### config.mk
export PLATFORM = sky130hd
export DESIGN_NAME = mpydiv9900
export DESIGN_NICKNAME = d
export VERILOG_FILES = /design/src/rtl/mpydiv9900.sv
export SDC_FILE = /design/constraint.sdc
export NUM_CORES = 1
export LEC_CHECK = 0
export ABC_CLOCK_PERIOD_IN_PS = 3100
export BUFFER_PORTS_ARGS = -buffer_cell sky130_fd_sc_hd__buf_4
export CAP_MARGIN = 10
export CORE_UTILIZATION = 40
export CTS_BUF_LIST = sky130_fd_sc_hd__clkbuf_16
export CTS_CLUSTER_SIZE = 28
export DETAILED_ROUTE_END_ITERATION = 12
export PLACE_DENSITY = 0.59
export SKIP_LAST_GASP = 1
export SYNTH_ARGS = -nofsm -noshare
export SYNTH_HDL_FRONTEND = slang
export SYNTH_SLANG_ARGS = --single-unit
### constraint.sdc
create_clock -name clk -period 3.1 [get_ports clk]
set_input_delay 0.155 -clock clk [delete_from_list [all_inputs] [get_ports clk]]
set_output_delay 0.155 -clock clk [all_outputs]
set_load 0.05 [all_outputs]
### src/rtl/mpydiv9900.sv
// mpydiv9900: sequential radix-2 multiply / restoring-divide unit for the
// TMS9900-compatible execute stage. MPY/DIV always; MPYS/DIVS and the
// ST0-ST2 flags only when MPYDIV_SIGNED_EN is defined.
module mpydiv9900 #(
    parameter int WIDTH = 16
) (
    input  logic             clk,
    input  logic             reset,
    input  logic             start,
    input  logic [1:0]       op,
    input  logic [WIDTH-1:0] arg_a,
    input  logic [WIDTH-1:0] arg_b,
    input  logic [WIDTH-1:0] arg_c,
    output logic             busy,
    output logic             done,
    output logic [WIDTH-1:0] result_hi,
    output logic [WIDTH-1:0] result_lo,
    output logic             overflow,
    output logic             st_lgt,
    output logic             st_agt,
    output logic             st_eq
);

`ifdef MPYDIV_SIGNED_EN
    localparam logic SIGNED_EN = 1'b1;
`else
    localparam logic SIGNED_EN = 1'b0;
`endif

    localparam int CW = $clog2(WIDTH) + 1;
    localparam logic [WIDTH-1:0] MIN_MAG = {1'b1, {(WIDTH-1){1'b0}}};

    typedef enum logic [1:0] {S_IDLE, S_CALC, S_FIX, S_DONE} state_t;

    state_t             state_q, state_d;
    logic [CW-1:0]      cnt_q, cnt_d;
    logic [WIDTH-1:0]   acc_hi_q, acc_hi_d;    // partial product high / partial remainder
    logic [WIDTH-1:0]   acc_lo_q, acc_lo_d;    // multiplier bits / dividend bits -> quotient
    logic [WIDTH-1:0]   opnd_q, opnd_d;        // multiplicand or divisor magnitude
    logic               is_div_q, is_div_d;
    logic               is_sgn_q, is_sgn_d;
    logic               neg_q, neg_d;          // negate product / quotient in FIX
    logic               rneg_q, rneg_d;        // negate remainder in FIX
    logic               sovf_q, sovf_d;        // signed quotient cannot fit WIDTH bits
    logic [WIDTH-1:0]   echo_b_q, echo_b_d;
    logic [WIDTH-1:0]   echo_c_q, echo_c_d;
    logic               busy_q, busy_d;
    logic               done_q, done_d;
    logic               ovf_q, ovf_d;
    logic [WIDTH-1:0]   res_hi_q, res_hi_d;
    logic [WIDTH-1:0]   res_lo_q, res_lo_d;
    logic               lgt_q, lgt_d;
    logic               agt_q, agt_d;
    logic               eq_q, eq_d;

    logic               sgn_sel, a_neg, b_neg, q_too_big;
    logic [WIDTH-1:0]   mag_a, mag_b, q_fix, r_fix;
    logic [2*WIDTH-1:0] mag_dvd, prod, prod_fix;
    logic [WIDTH:0]     mul_sum, div_part, div_diff;

    // Next-state, datapath iteration and sign fix-up
    always_comb begin
        state_d  = state_q;
        cnt_d    = cnt_q;
        acc_hi_d = acc_hi_q;
        acc_lo_d = acc_lo_q;
        opnd_d   = opnd_q;
        is_div_d = is_div_q;
        is_sgn_d = is_sgn_q;
        neg_d    = neg_q;
        rneg_d   = rneg_q;
        sovf_d   = sovf_q;
        echo_b_d = echo_b_q;
        echo_c_d = echo_c_q;
        busy_d   = busy_q;
        done_d   = done_q;
        ovf_d    = ovf_q;
        res_hi_d = res_hi_q;
        res_lo_d = res_lo_q;
        lgt_d    = lgt_q;
        agt_d    = agt_q;
        eq_d     = eq_q;

        // Magnitude conversion of the incoming operands (identity when unsigned)
        sgn_sel  = SIGNED_EN & op[1];
        a_neg    = sgn_sel & arg_a[WIDTH-1];
        b_neg    = sgn_sel & arg_b[WIDTH-1];
        mag_a    = a_neg ? (~arg_a + 1'b1) : arg_a;
        mag_b    = b_neg ? (~arg_b + 1'b1) : arg_b;
        mag_dvd  = b_neg ? (~{arg_b, arg_c} + 1'b1) : {arg_b, arg_c};

        // One shift-add step and one restoring-divide step
        mul_sum  = {1'b0, acc_hi_q} + (acc_lo_q[0] ? {1'b0, opnd_q} : {(WIDTH+1){1'b0}});
        div_part = {acc_hi_q, acc_lo_q[WIDTH-1]};
        div_diff = div_part - {1'b0, opnd_q};

        // Sign-corrected results
        prod      = {acc_hi_q, acc_lo_q};
        prod_fix  = neg_q ? (~prod + 1'b1) : prod;
        q_fix     = neg_q ? (~acc_lo_q + 1'b1) : acc_lo_q;
        r_fix     = rneg_q ? (~acc_hi_q + 1'b1) : acc_hi_q;
        q_too_big = neg_q ? (acc_lo_q > MIN_MAG) : acc_lo_q[WIDTH-1];

        case (state_q)
            S_IDLE: begin
                if (start) begin
                    is_div_d = op[0];
                    is_sgn_d = sgn_sel;
                    cnt_d    = '0;
                    opnd_d   = mag_a;
                    echo_b_d = arg_b;
                    echo_c_d = arg_c;
                    neg_d    = a_neg ^ b_neg;
                    if (op[0]) begin
                        acc_hi_d = mag_dvd[2*WIDTH-1:WIDTH];
                        acc_lo_d = mag_dvd[WIDTH-1:0];
                        rneg_d   = b_neg;
                        sovf_d   = sgn_sel & (mag_dvd[2*WIDTH-1:WIDTH] >= mag_a);
                    end else begin
                        acc_hi_d = '0;
                        acc_lo_d = mag_b;
                        rneg_d   = 1'b0;
                        sovf_d   = 1'b0;
                    end
                    if (op[0] && !sgn_sel && (arg_a <= arg_b)) begin
                        // Unsigned quotient cannot fit: report at once, D unchanged
                        state_d  = S_DONE;
                        done_d   = 1'b1;
                        busy_d   = 1'b0;
                        ovf_d    = 1'b1;
                        res_hi_d = arg_b;
                        res_lo_d = arg_c;
                        lgt_d    = 1'b0;
                        agt_d    = 1'b0;
                        eq_d     = 1'b0;
                    end else begin
                        state_d  = S_CALC;
                        busy_d   = 1'b1;
                    end
                end
            end
            S_CALC: begin
                if (is_div_q) begin
                    if (!div_diff[WIDTH]) begin
                        acc_hi_d = div_diff[WIDTH-1:0];
                        acc_lo_d = {acc_lo_q[WIDTH-2:0], 1'b1};
                    end else begin
                        acc_hi_d = div_part[WIDTH-1:0];
                        acc_lo_d = {acc_lo_q[WIDTH-2:0], 1'b0};
                    end
                end else begin
                    acc_hi_d = mul_sum[WIDTH:1];
                    acc_lo_d = {mul_sum[0], acc_lo_q[WIDTH-1:1]};
                end
                cnt_d = cnt_q + 1'b1;
                if (cnt_q == CW'(WIDTH-1)) begin
                    state_d = S_FIX;
                end
            end
            S_FIX: begin
                state_d = S_DONE;
                done_d  = 1'b1;
                ovf_d   = 1'b0;
                lgt_d   = 1'b0;
                agt_d   = 1'b0;
                eq_d    = 1'b0;
                if (!is_div_q) begin
                    res_hi_d = prod_fix[2*WIDTH-1:WIDTH];
                    res_lo_d = prod_fix[WIDTH-1:0];
                    if (is_sgn_q) begin
                        eq_d  = (prod_fix == '0);
                        lgt_d = (prod_fix != '0);
                        agt_d = !prod_fix[2*WIDTH-1] && (prod_fix != '0);
                    end
                end else if (is_sgn_q && (sovf_q || q_too_big)) begin
                    ovf_d    = 1'b1;
                    res_hi_d = echo_b_q;
                    res_lo_d = echo_c_q;
                end else begin
                    res_hi_d = q_fix;
                    res_lo_d = r_fix;
                    if (is_sgn_q) begin
                        eq_d  = (q_fix == '0);
                        lgt_d = (q_fix != '0);
                        agt_d = !q_fix[WIDTH-1] && (q_fix != '0);
                    end
                end
            end
            S_DONE: begin
                state_d = S_IDLE;
                done_d  = 1'b0;
                busy_d  = 1'b0;
            end
            default: state_d = S_IDLE;
        endcase
    end

    // State and output registers; reset aborts any operation in progress
    always_ff @(posedge clk or posedge reset) begin
        if (reset) begin
            state_q  <= S_IDLE;
            cnt_q    <= '0;
            acc_hi_q <= '0;
            acc_lo_q <= '0;
            opnd_q   <= '0;
            is_div_q <= 1'b0;
            is_sgn_q <= 1'b0;
            neg_q    <= 1'b0;
            rneg_q   <= 1'b0;
            sovf_q   <= 1'b0;
            echo_b_q <= '0;
            echo_c_q <= '0;
            busy_q   <= 1'b0;
            done_q   <= 1'b0;
            ovf_q    <= 1'b0;
            res_hi_q <= '0;
            res_lo_q <= '0;
            lgt_q    <= 1'b0;
            agt_q    <= 1'b0;
            eq_q     <= 1'b0;
        end else begin
            state_q  <= state_d;
            cnt_q    <= cnt_d;
            acc_hi_q <= acc_hi_d;
            acc_lo_q <= acc_lo_d;
            opnd_q   <= opnd_d;
            is_div_q <= is_div_d;
            is_sgn_q <= is_sgn_d;
            neg_q    <= neg_d;
            rneg_q   <= rneg_d;
            sovf_q   <= sovf_d;
            echo_b_q <= echo_b_d;
            echo_c_q <= echo_c_d;
            busy_q   <= busy_d;
            done_q   <= done_d;
            ovf_q    <= ovf_d;
            res_hi_q <= res_hi_d;
            res_lo_q <= res_lo_d;
            lgt_q    <= lgt_d;
            agt_q    <= agt_d;
            eq_q     <= eq_d;
        end
    end

    assign busy      = busy_q;
    assign done      = done_q;
    assign result_hi = res_hi_q;
    assign result_lo = res_lo_q;
    assign overflow  = ovf_q;
    assign st_lgt    = lgt_q;
    assign st_agt    = agt_q;
    assign st_eq     = eq_q;

endmodule

Word level (Yosys, flattened, before mapping)
Index checks and enable logic that the tools add are counted.
W data, S select, Z words.
{"block": "totals", "ff_bits": 92, "input_bits": 53, "out_inout_bits": 38, "wordCells": 70}
{"block": "classes", "n_addsub": 3, "order_cmp": 1, "eq_ne": 7, "muxes": 35, "n_reduce_logical": 12}
{"cell": "$mux W16", "n": 14}
{"cell": "$pmux W16 S2", "n": 4}
{"cell": "$add A16 B16 Y17", "n": 1}
{"cell": "$sub A17 B16 Y17", "n": 1}
{"cell": "$le A16 B16 Y1", "n": 1}
{"cell": "$pmux W5 S2", "n": 1}
{"cell": "$pmux W2 S4", "n": 1}
{"cell": "$reduce_and A2 Y1", "n": 4}
{"cell": "$mux W1", "n": 7}
{"cell": "$mux W2", "n": 3}
{"cell": "$ne A2 B2 Y1 const B", "n": 3}
{"cell": "$pmux W1 S2", "n": 3}
{"cell": "$reduce_and A3 Y1", "n": 2}
{"cell": "$reduce_bool A2 Y1", "n": 3}
{"cell": "$add A5 B1 Y5 const B", "n": 1}
{"cell": "$eq A5 B4 Y1 const B", "n": 1}
{"cell": "$mux W5", "n": 1}
{"cell": "$eq A2 B2 Y1 const B", "n": 2}
{"cell": "$pmux W1 S3", "n": 1}
{"cell": "$reduce_bool A3 Y1", "n": 1}
{"cell": "$eq A2 B1 Y1 const B", "n": 1}
{"cell": "$logic_not A2 Y1", "n": 1}
{"cell": "$logic_and A1 B1 Y1", "n": 1}

Longest topological paths before layout
{"block": "depth", "word_depth": 5, "mapped_depth": 12, "mapped_depth_nobuf": 11}

Worst setup path after synthesis
OpenSTA, ideal clock, no wires.
{"block": "synth_path", "path_kind": "register to register", "startpoint": "register acc_lo_q[0]", "endpoint": "register acc_hi_q[15]", "t_arrival_ns": 3.074, "t_required_ns": 2.974, "setup_slack_ns": -0.100, "path_stages_with_launch": 13, "n_path_buf": 1, "period_less_slack_ns": 3.200, "path_cell_list": "dfrtp_1 -> clkbuf_1 -> and2_1 -> ha_1 -> fa_1 -> a21oi_2 -> nor2_1 -> o31a_1 -> o32ai_4 -> o21ai_1 -> a31o_1 -> a311o_1 -> a221o_1"}
{"block": "synth_between", "elab_chain_len": 4}
{"item": "start, declared", "line": "38", "text": "logic [WIDTH-1:0] acc_lo_q, acc_lo_d;"}
{"item": "start signal, assigned", "line": "225", "text": "acc_lo_q <= acc_lo_d;"}
{"item": "$mux W16", "line": "93", "text": "mul_sum = {1'b0, acc_hi_q} + (acc_lo_q[0] ? {1'b0, opnd_q} : {(WIDTH+1){1'b0}});"}
{"item": "$add A16 B16 Y17", "line": "93"}
{"item": "$mux W16", "line": "143", "text": "if (is_div_q) begin"}
{"item": "$pmux W16 S2", "line": "104", "text": "case (state_q)"}
{"item": "end signal, assigned", "line": "224", "text": "acc_hi_q <= acc_hi_d;"}
{"item": "end, declared", "line": "37", "text": "logic [WIDTH-1:0] acc_hi_q, acc_hi_d;"}
Every way passes these cells.
A chain may end at the register's enable or synchronous reset.

Worst setup path in the final report
Ends and elaborated chain as after synthesis.

==> flow_metrics.py <==
metrics = {
    "clock_tree": {
        "tritoncts.num_buffers": 9,
        "clock_sink_count": 91,
        "cts.clk_slew.worst_paths_ns": 0.07,
        "clock_tree.root_cell": "sky130_fd_sc_hd__clkbuf_16",
        "clkLatencyLatePin_ns": 0.36,
        "clockBufferDepth": 2,
        "h-tree-depth": 3,
        "clock_tree_from_tritoncts": "yes",
    },
    "die": {
        "start_util_pct": 41.5,
        "die_w_um": 139,
        "placeableCoreArea_um2": 18200,
        "rows": 49,
        "io-pin-count": 91,
        "fp.dieH_um": 139,
        "floorplan.die_area_um2": 19400,
    },
    "power": {
        "power_per_cell_area_nw_per_um2": 1250,
        "p_leak_nw": 4.30,
        "worst_case_vdd_ir_drop_uv": 392,
    },
    "place": {
        "hpwl_detailed_um": 17700,
        "placed_cell_area_um2": 8640,
        "portBuffers": 86,
        "place.detailed.instances": 1189,
        "globalplace.congestion": 0.884,
    },
    "final_layout": {
        "syn_to_final_growth_pct": 19.2,
        "final_core_util_pct": 49.4,
        "antenna-diode-count": 0,
        "layout.filler_cells": 1785,
        "post_layout_nonfiller_instances": 1208,
        "nets": 1083,
        "drive_above_1_share_pct": 19.6,
        "final_design_area_no_fill_um2": 9000,
    },
    "timing": {
        "finalMaxSlewViolations": 0,
        "final.setup.tns_ns": 0,
        "timing.final.hold_violations": 0,
        "worst-slew-pin-transition_ns": 1.07,
        "fmaxAchievable_mhz": 333,
        "setup_viol": 0,
        "hold_ws_ns": 0.0538,
        "relSlewSlack_pct": 28.2,
        "fin_skew_ns": 0.00580,
        "fin_crit_sh_pct": 96.7,
        "min_period_ns": 3.00,
    },
    "yosys": {
        "synth_async_sr_flop_share_pct": 100,
        "synth_sequential_area_ratio_pct": 30.2,
        "synth-simple-area-share_pct": 20.1,
        "syn-instance-count": 883,
        "synth_compound_gate_area_share_pct": 24.7,
        "post_synth_main_area_contributors": "sky130_fd_sc_hd__dfrtp_1, sky130_fd_sc_hd__ha_1, sky130_fd_sc_hd__a211oi_1",
        "synth.area.mux_share_pct": 7.33,
        "mappedNetlistArea_um2": 7550,
        "postSynthRegisterBits": 91,
        "synth_area_per_cell_um2": 8.55,
        "synthFlopType": "sky130_fd_sc_hd__dfrtp_1",
        "synth.distinct_cells": 67,
        "synth.top_cell.area_share_pct": 30.2,
        "xor_xnor_share_of_the_synthesized_area_pct": 2.44,
        "most_frequent_cell_after_synthesis": "sky130_fd_sc_hd__dfrtp_1",
        "synth_adder_area_share_pct": 9.48,
        "number_of_warnings_issued_by_yosys": 0,
        "netlist_top_cells_count": "sky130_fd_sc_hd__dfrtp_1, sky130_fd_sc_hd__nand2_1, sky130_fd_sc_hd__a21oi_1, sky130_fd_sc_hd__ha_1, sky130_fd_sc_hd__a211oi_1",
        "synth-edff-count": 0,
        "synth_top_family_by_area": "compound AO/OA/AOI/OAI gates",
        "synth.largest_area_cell": "sky130_fd_sc_hd__dfrtp_1",
    },
    "run": {
        "maxCapViolCount": 0,
    },
    "routing": {
        "avgRoutedWirePerCell_um": 19.4,
        "drt_iter0_drc": 509,
        "vias_after_detailed_routing": 7014,
        "m1WireLength_um": 11900,
        "routed_via_density": 5.81,
        "dr_wl_met3_um": 1060,
        "detail_route.wirelength_um": 23500,
        "route.met2.wl_um": 9980,
        "drt_pre_antenna_iters": 5,
        "drcViolationCount": 0,
        "route.antenna.remaining_nets": 0,
        "highest-signal-layer": "met4",
    },
    "worst_setup_path": {
        "cp_max_fo": 4,
        "required_ns": 3.34,
        "critPathLaunch": "acc_lo_q[0]",
        "timing.critical_path.from_type": "register",
        "cp-endpoint": "acc_hi_q[15]",
        "crit_arrival_ns": 3.24,
        "reg2reg_from": "acc_lo_q[0]",
        "critPathKind": "reg -> reg",
        "worstReg2RegEnd": "acc_hi_q[15]",
        "timing.reg2reg.setup_slack_ns": 0.10,
        "worst-r2r-cell-count": 11,
        "crit_path_end_kind": "register",
    },
    "hold_path": {
        "min-delay-path-class": "in -> reg",
    },
    "status": {
        "status": "finished clean",
    },
    "grt": {
        "global_route_wire_length_before_repair_um": 37100,
        "grtUsageTotal_pct": 24.5,
        "vias_in_the_first_global_route": 6626,
        "pin_count_of_the_biggest_net_entering_global_routing": 51,
        "grt.overflow.total": 0,
        "grt_antenna_before_repair": 0,
    },
}
-- where the power goes --
group          total (mW)  switching [mW]  internal (mW)  leakage (nW)
logic                7.77            4.62           3.16          3.05
registers            2.35           0.557           1.80          1.11
clock network        1.12           0.508          0.617         0.143
-- state kept, by name, indices dropped and copies added (netlist names) --
register / count
acc_hi_q: 16
acc_lo_q: 16
opnd_q: 16
result_hi: 16
result_lo: 16
cnt_q: 5
state_q: 2
busy: 1
done: 1
is_div_q: 1
overflow: 1
-- timing repair --
action,4_1_cts,5_1_grt
hold buffers,1,0
setup endpoints to repair,0,11
hold endpoints to repair,41,0
gates resized for setup,0,12
setup buffers,0,2
-- worst max-delay path, cell delays in order (launching register included) --
cell                      delay, ns
sky130_fd_sc_hd__dfrtp_1       0.43
sky130_fd_sc_hd__and2_4        0.19
sky130_fd_sc_hd__ha_4          0.16
sky130_fd_sc_hd__fa_2          0.39
sky130_fd_sc_hd__a21oi_4       0.17
sky130_fd_sc_hd__nor2_2        0.05
sky130_fd_sc_hd__o31a_1        0.30
sky130_fd_sc_hd__o32ai_4       0.31
sky130_fd_sc_hd__o21ai_2       0.09
sky130_fd_sc_hd__a31o_1        0.21
sky130_fd_sc_hd__a311o_1       0.27
sky130_fd_sc_hd__a221o_1       0.31
-- cell families (layout without fill, tap and decap cells) --
logic type,after synthesis,after routing
simple gates,281,281
compound gates,273,273
buf+inv,107,201
flops,91,91
fa+ha+maj,56,56
mux,53,53
xor+xnor,21,21
other cells,1,3
-- final cells by class --
class,instances,area (µm²),area share [%]
well taps,229,287,3.18
clock inverters,7,61.3,0.681
repair buffers,135,1030,11.5
inverters,50,190,2.11
multi-input cells,687,4920,54.7
clock buffers,9,225,2.50
flip-flops and latches,91,2280,25.3
-- per-stage QoR --
step	worst slack (ns)	power [mW]
detailed placement	0.0328	9.97
global route	-0.0108	12.1
global placement	0.0673	9.89
floorplan	0.0382	7.76
finish	0.101	11.3
CTS	0.0162	11.1
-- per-layer routing --
metal  GRT usage (%)  up-vias
met4            8.42        0
met1            36.6     3379
met3            2.34       33
met5               0        -
met2            36.8      200
li1                -     3402
-- how the worst min path moves through the flow --
stage	slack (ns)	startpoint	depth (start not counted)	end
floorplan	0.30	arg_c[15]	2	result_lo[15]
global placement	0.28	reset	2	result_lo[4]
detailed placement	0.28	reset	2	result_lo[4]
CTS	0.04	arg_a[2]	2	opnd_q[2]
global route	0.05	arg_a[2]	2	opnd_q[2]
finish	0.05	arg_a[2]	2	opnd_q[2]
-- placed cells by master (no fill, tap or decap), types with 18 or more instances in the layout --
| cell | count |
|---|---|
| sky130_fd_sc_hd__a211oi_1 | 52 |
| sky130_fd_sc_hd__a21oi_1 | 60 |
| sky130_fd_sc_hd__and2_1 | 33 |
| sky130_fd_sc_hd__and3b_1 | 29 |
| sky130_fd_sc_hd__buf_4 | 132 |
| sky130_fd_sc_hd__dfrtp_1 | 90 |
| sky130_fd_sc_hd__ha_1 | 52 |
| sky130_fd_sc_hd__inv_1 | 50 |
| sky130_fd_sc_hd__mux2_2 | 18 |
| sky130_fd_sc_hd__mux2i_1 | 35 |
| sky130_fd_sc_hd__nand2_1 | 67 |
| sky130_fd_sc_hd__nor2_1 | 40 |
| sky130_fd_sc_hd__nor2b_1 | 35 |
| sky130_fd_sc_hd__nor3_1 | 32 |
| sky130_fd_sc_hd__o211ai_1 | 18 |
| sky130_fd_sc_hd__o21ai_0 | 39 |
No activity file was read; power rests on OpenSTA's default activity.
